### src/rtl/uart_rx_fifo.sv
// UART receive FIFO: buffers strobed bytes, serves edge-triggered pop/status reads on UARTOp.
// RxData updates 1 cycle after a command edge; pushes while full are dropped and flagged sticky Overflow.
module uart_rx_fifo #(
  parameter int DEPTH  = 16,
  parameter int ADDR_W = 4
) (
  input  logic              clk,
  input  logic              reset,
  input  logic              DataReadFromLine,
  input  logic [31:0]       ReadData,
  input  logic [1:0]        UARTOp,
  output logic [31:0]       RxData,
  output logic              Empty,
  output logic              Full,
  output logic              Overflow,
  output logic [ADDR_W:0]   Count
);

  localparam int PAD_W = 29 - ADDR_W - 1;

  logic [7:0]        mem [DEPTH];
  logic [ADDR_W-1:0] wr_ptr;
  logic [ADDR_W-1:0] rd_ptr;
  logic [1:0]        op_prev;

  logic pop_cmd;
  logic stat_cmd;
  logic pop_ok;
  logic push_ok;
  logic drop;
  logic unused_hi;

  assign unused_hi = ^ReadData[31:8];

  assign Empty = (Count == '0);
  assign Full  = (Count == (ADDR_W+1)'(DEPTH));

  // Commands act only on the first cycle UARTOp takes a value.
  assign pop_cmd  = (UARTOp == 2'b01) && (op_prev != 2'b01);
  assign stat_cmd = (UARTOp == 2'b11) && (op_prev != 2'b11);

  assign pop_ok  = pop_cmd && !Empty;
  // A pop in the same cycle frees the slot, so a full FIFO can still accept.
  assign push_ok = !reset && DataReadFromLine && (!Full || pop_cmd);
  assign drop    = DataReadFromLine && Full && !pop_cmd;

  always_ff @(posedge clk) begin
    if (push_ok) begin
      mem[wr_ptr] <= ReadData[7:0];
    end
  end

  always_ff @(posedge clk) begin
    if (reset) begin
      wr_ptr   <= '0;
      rd_ptr   <= '0;
      Count    <= '0;
      RxData   <= '0;
      Overflow <= 1'b0;
      op_prev  <= 2'b00;
    end else begin
      op_prev <= UARTOp;

      if (push_ok) begin
        wr_ptr <= wr_ptr + ADDR_W'(1);
      end
      if (pop_ok) begin
        rd_ptr <= rd_ptr + ADDR_W'(1);
      end

      case ({push_ok, pop_ok})
        2'b10:   Count <= Count + (ADDR_W+1)'(1);
        2'b01:   Count <= Count - (ADDR_W+1)'(1);
        default: Count <= Count;
      endcase

      if (pop_cmd) begin
        RxData <= pop_ok ? {24'h0, mem[rd_ptr]} : 32'hFFFF_FFFF;
      end else if (stat_cmd) begin
        RxData <= {Overflow, Full, Empty, {PAD_W{1'b0}}, Count};
      end

      // A drop in the same cycle as a status read keeps the flag set.
      if (drop) begin
        Overflow <= 1'b1;
      end else if (stat_cmd) begin
        Overflow <= 1'b0;
      end
    end
  end

endmodule

### config.mk
export PLATFORM = sky130hd
export DESIGN_NAME = uart_rx_fifo
export DESIGN_NICKNAME = d
export VERILOG_FILES = /design/src/rtl/uart_rx_fifo.sv
export SDC_FILE = /design/constraint.sdc
export NUM_CORES = 1
export LEC_CHECK = 0
export CAP_MARGIN = 20
export CORE_MARGIN = 3
export CORE_UTILIZATION = 35
export DETAILED_ROUTE_END_ITERATION = 10
export PLACE_DENSITY_LB_ADDON = 0.25
export SYNTH_ARGS = -nofsm -noshare
export SYNTH_HDL_FRONTEND = slang
export SYNTH_SLANG_ARGS = --single-unit
### constraint.sdc
create_clock -name clk -period 4 [get_ports clk]
set_input_delay 0.6 -clock clk [delete_from_list [all_inputs] [get_ports clk]]
set_output_delay 0.6 -clock clk [all_outputs]
set_load 0.01 [all_outputs]
==> flow_metrics.py <==
metrics = {
    "global_routing": {
        "grt_pass1_vias": 3529,
        "grt_antenna_before_repair": 0,
        "grt_overflow": 0,
        "grt_pass1_wl_um": 20400,
        "track_usage": 0.135,
        "grt_max_degree": 29,
    },
    "timing": {
        "setup_viol": 0,
        "worst_slack_ns": 0.783,
        "skew_ns": 0.00841,
        "max_slew_margin": 0.359,
        "timing.final.crit_period_ns": 3.22,
        "rsz0062_at_grt": "false",
        "worstMarginPinSlew_ns": 0.961,
        "finalHoldViolCount": 0,
        "maxSlewViolCount": 0,
        "finalCritPeriodShare": 0.804,
        "max_freq_ghz": 0.311,
        "tns_ns": 0,
    },
    "cells_and_area": {
        "num_antenna_cells": 0,
        "drive_gt1_frac": 0.212,
        "seq_area_mm2": 0.00448,
        "layout_commonest_cell": "edfxtp_1",
        "multi_input_area_mm2": 0.00185,
        "fin_nets": 503,
        "area_growth_pct": 21.0,
        "layout_common_cells": "128 x edfxtp_1, 52 x clkdlybuf4s50_1, 32 x dfxtp_1, 32 x mux4_2, 28 x nor2_1",
        "final_core_util": 0.438,
        "fill_cells": 1620,
    },
    "yosys": {
        "yosys_most_used_dff": "edfxtp_1",
        "syn-num-nets": 446,
        "ys_warn_count": 0,
        "synth-edff-count": 128,
        "syn_area_per_cell_um2": 16.5,
        "synth_fa_ha_area_frac": 0.0151,
        "syn-instance-count": 401,
        "synth-simple-area-share": 0.0651,
        "synth_compound_area_frac": 0.0498,
        "synth.distinct_cells": 40,
        "synth_seq_cells": 160,
        "muxShareOfSynthArea": 0.144,
        "synth_top_family_by_area": "multiplexers",
        "synth-async-reset-ratio": 0,
        "syn_area_mm2": 0.00661,
        "synthXorXnorAreaFrac": 0.00663,
        "synth_seq_area_share": 0.678,
    },
    "status": {
        "status": "completed",
    },
    "routing": {
        "viasPerCell": 5.12,
        "ant_nets": 0,
        "route.top_layer_used": "met4",
        "vias": 3585,
        "drt-total-wl_um": 13200,
        "drtIter0Drc": 226,
        "met2_length_um": 6610,
        "wl_met3_um": 690,
        "drc": 0,
        "wl_per_cell_um": 18.8,
        "dr.pass1.iters": 4,
        "wl_met1_um": 5700,
    },
    "place": {
        "dpl.hpwl_um": 8930,
        "place_congestion": 0.742,
        "numPortBuffers": 52,
        "place_ws_ns": 0.338,
    },
    "cts": {
        "cts_tree": "yes",
        "clk_pin_slew_ns": 0.06,
        "cts-root-buf": "clkbuf_16",
        "post_cts_resized": 0,
        "cts_sinks": 160,
        "cts_made_buffers": 17,
        "clockBufferDepth": 2,
        "post_cts_buffers": 0,
        "hold_buffers": 0,
        "worstSkewPairLatency_ns": 0.42,
        "htreeDepth": 4,
    },
    "worst_setup_path": {
        "worst-r2r-setup-slack_ns": 0.82,
        "timing.rr.start": "Count[1]",
        "path_cells": "clkdlybuf4s50_1 -> and2b_1 -> a211o_1 -> nand2_1 -> ha_1 -> xor2_1 -> ha_1 -> a21o_1 -> nand3_1 -> a31oi_1 -> mux2_2",
        "path_common_cell": "ha_1",
        "max_stage_delay_ns": 0.55,
        "crit_slowest_cell": "clkdlybuf4s50_1",
        "r2r-end": "Count[4]",
        "r2r_cells": 10,
        "path_class": "primary input to flop",
        "arrival_ns": 3.53,
        "critPathRequiredTime_ns": 4.31,
        "worstPathMaxFanout": 9,
        "cp-start-kind": "primary input",
        "crit_path_end_kind": "flop",
    },
    "pwr": {
        "power_frac_seq": 0.498,
        "leakagePower_nw": 2.59,
        "combPwrFrac": 0.074,
        "p_sw_mw": 0.830,
        "powerDensity_mw_per_mm2": 465,
        "ir_drop_mv": 0.283,
        "intPower_mw": 2.90,
        "p_sw_frac": 0.223,
        "pwr-share-clk": 0.428,
    },
    "run": {
        "drv_cap": 0,
    },
    "floorplanning": {
        "rows": 49,
        "die_h_um": 143,
        "initial_utilization": 0.362,
        "die_width_um": 143,
        "core_mm2": 0.0183,
        "ios": 77,
        "die_area_mm2": 0.0206,
    },
    "worst_hold_path": {
        "hp-class": "flop to flop",
        "whs_path_depth": 2,
        "min_from": "RxData[29]",
        "worstHoldEndpoint": "RxData[29]",
    },
}
-- kinds of logic (layout without fill, tap and decap cells) --
logic type | count (synthesis) | after routing
buf+inv | 47 | 117
flops | 160 | 160
compound gates | 45 | 45
simple gates | 82 | 82
mux | 54 | 54
xor+xnor | 5 | 5
fa+ha+maj | 8 | 8
-- metrics by stage --
stage | area (um2) | hold slack, ns | std cells | power, mW
after floorplan | 6610 | 0.459 | 401 | 2.06
after global placement | 7330 | 0.449 | 665 | 2.16
after detailed placement | 7360 | 0.455 | 666 | 2.16
after CTS | 7950 | 0.464 | 698 | 3.76
after global routing | 8000 | 0.497 | 700 | 3.86
final | 8000 | 0.459 | 700 | 3.72
-- metal layers --
metal  global-route usage  vias up
li1                     -     1658
met1                0.177     1811
met2                0.222      103
met3               0.0306       13
met4               0.0461        0
met5                    0        -
-- worst max-delay path, delay by kind of cell --
family / cells / cell delay, ns
AOI/OAI and AO/OA: 3 / 0.78
xor gates and xnor gates: 1 / 0.18
adders and majority gates: 2 / 0.57
buffers and inverters: 1 / 0.55
muxes: 1 / 0.35
and+or+nand+nor: 3 / 0.50
-- power groups by stage --
stage          registers (mW)  logic (mW)  clock network, mW
2_1_floorplan            1.89       0.169                  0
3_3_place_gp             1.90       0.262                  0
3_5_place_dp             1.90       0.267                  0
4_1_cts                  1.86       0.268               1.63
5_1_grt                  1.86       0.303               1.69
6_report                 1.86       0.276               1.59
-- final cells by class --
| cell class | instances | area share |
|---|---|---|
| sequential | 160 | 0.560 |
| tap | 229 | 0.0358 |
| timing repair buffer | 75 | 0.0941 |
| clock buffer | 18 | 0.0536 |
| multi-input combinational | 194 | 0.232 |
| inverter | 10 | 0.00469 |
| clock inverter | 14 | 0.0197 |
-- flip-flops by register name, indices dropped and copies added, names as in the netlist, named ones only --
signal,cells
op_prev,2
RxData,12
Overflow,1
Count,5
mem,128
rd_ptr,4
wr_ptr,4
-- synthesized netlist by cell type (all sizes together) (7+ instances only) --
master,n,area share
o221ai,8,0.011
nor2b,7,0.0066
mux2i,15,0.023
inv,10,0.0057
ha,8,0.015
o21ai,9,0.0068
nor2,30,0.019
dfxtp,32,0.097
a21oi,14,0.011
mux4,32,0.11
mux2,7,0.012
nand3,12,0.0091
nor3,7,0.0053
edfxtp,128,0.58
buf,31,0.032
nand2,11,0.0062
-- worst max-delay path by stage --
stage	start	endpoint	depth (start not counted)
2_1_floorplan	Count[1]	Count[4]	13
3_3_place_gp	UARTOp[1]	Count[4]	11
3_5_place_dp	UARTOp[1]	Count[4]	11
4_1_cts	UARTOp[1]	Count[4]	11
5_1_grt	UARTOp[1]	Count[4]	11
6_report	UARTOp[1]	Count[4]	11
Power figures use the tool's default switching activity.
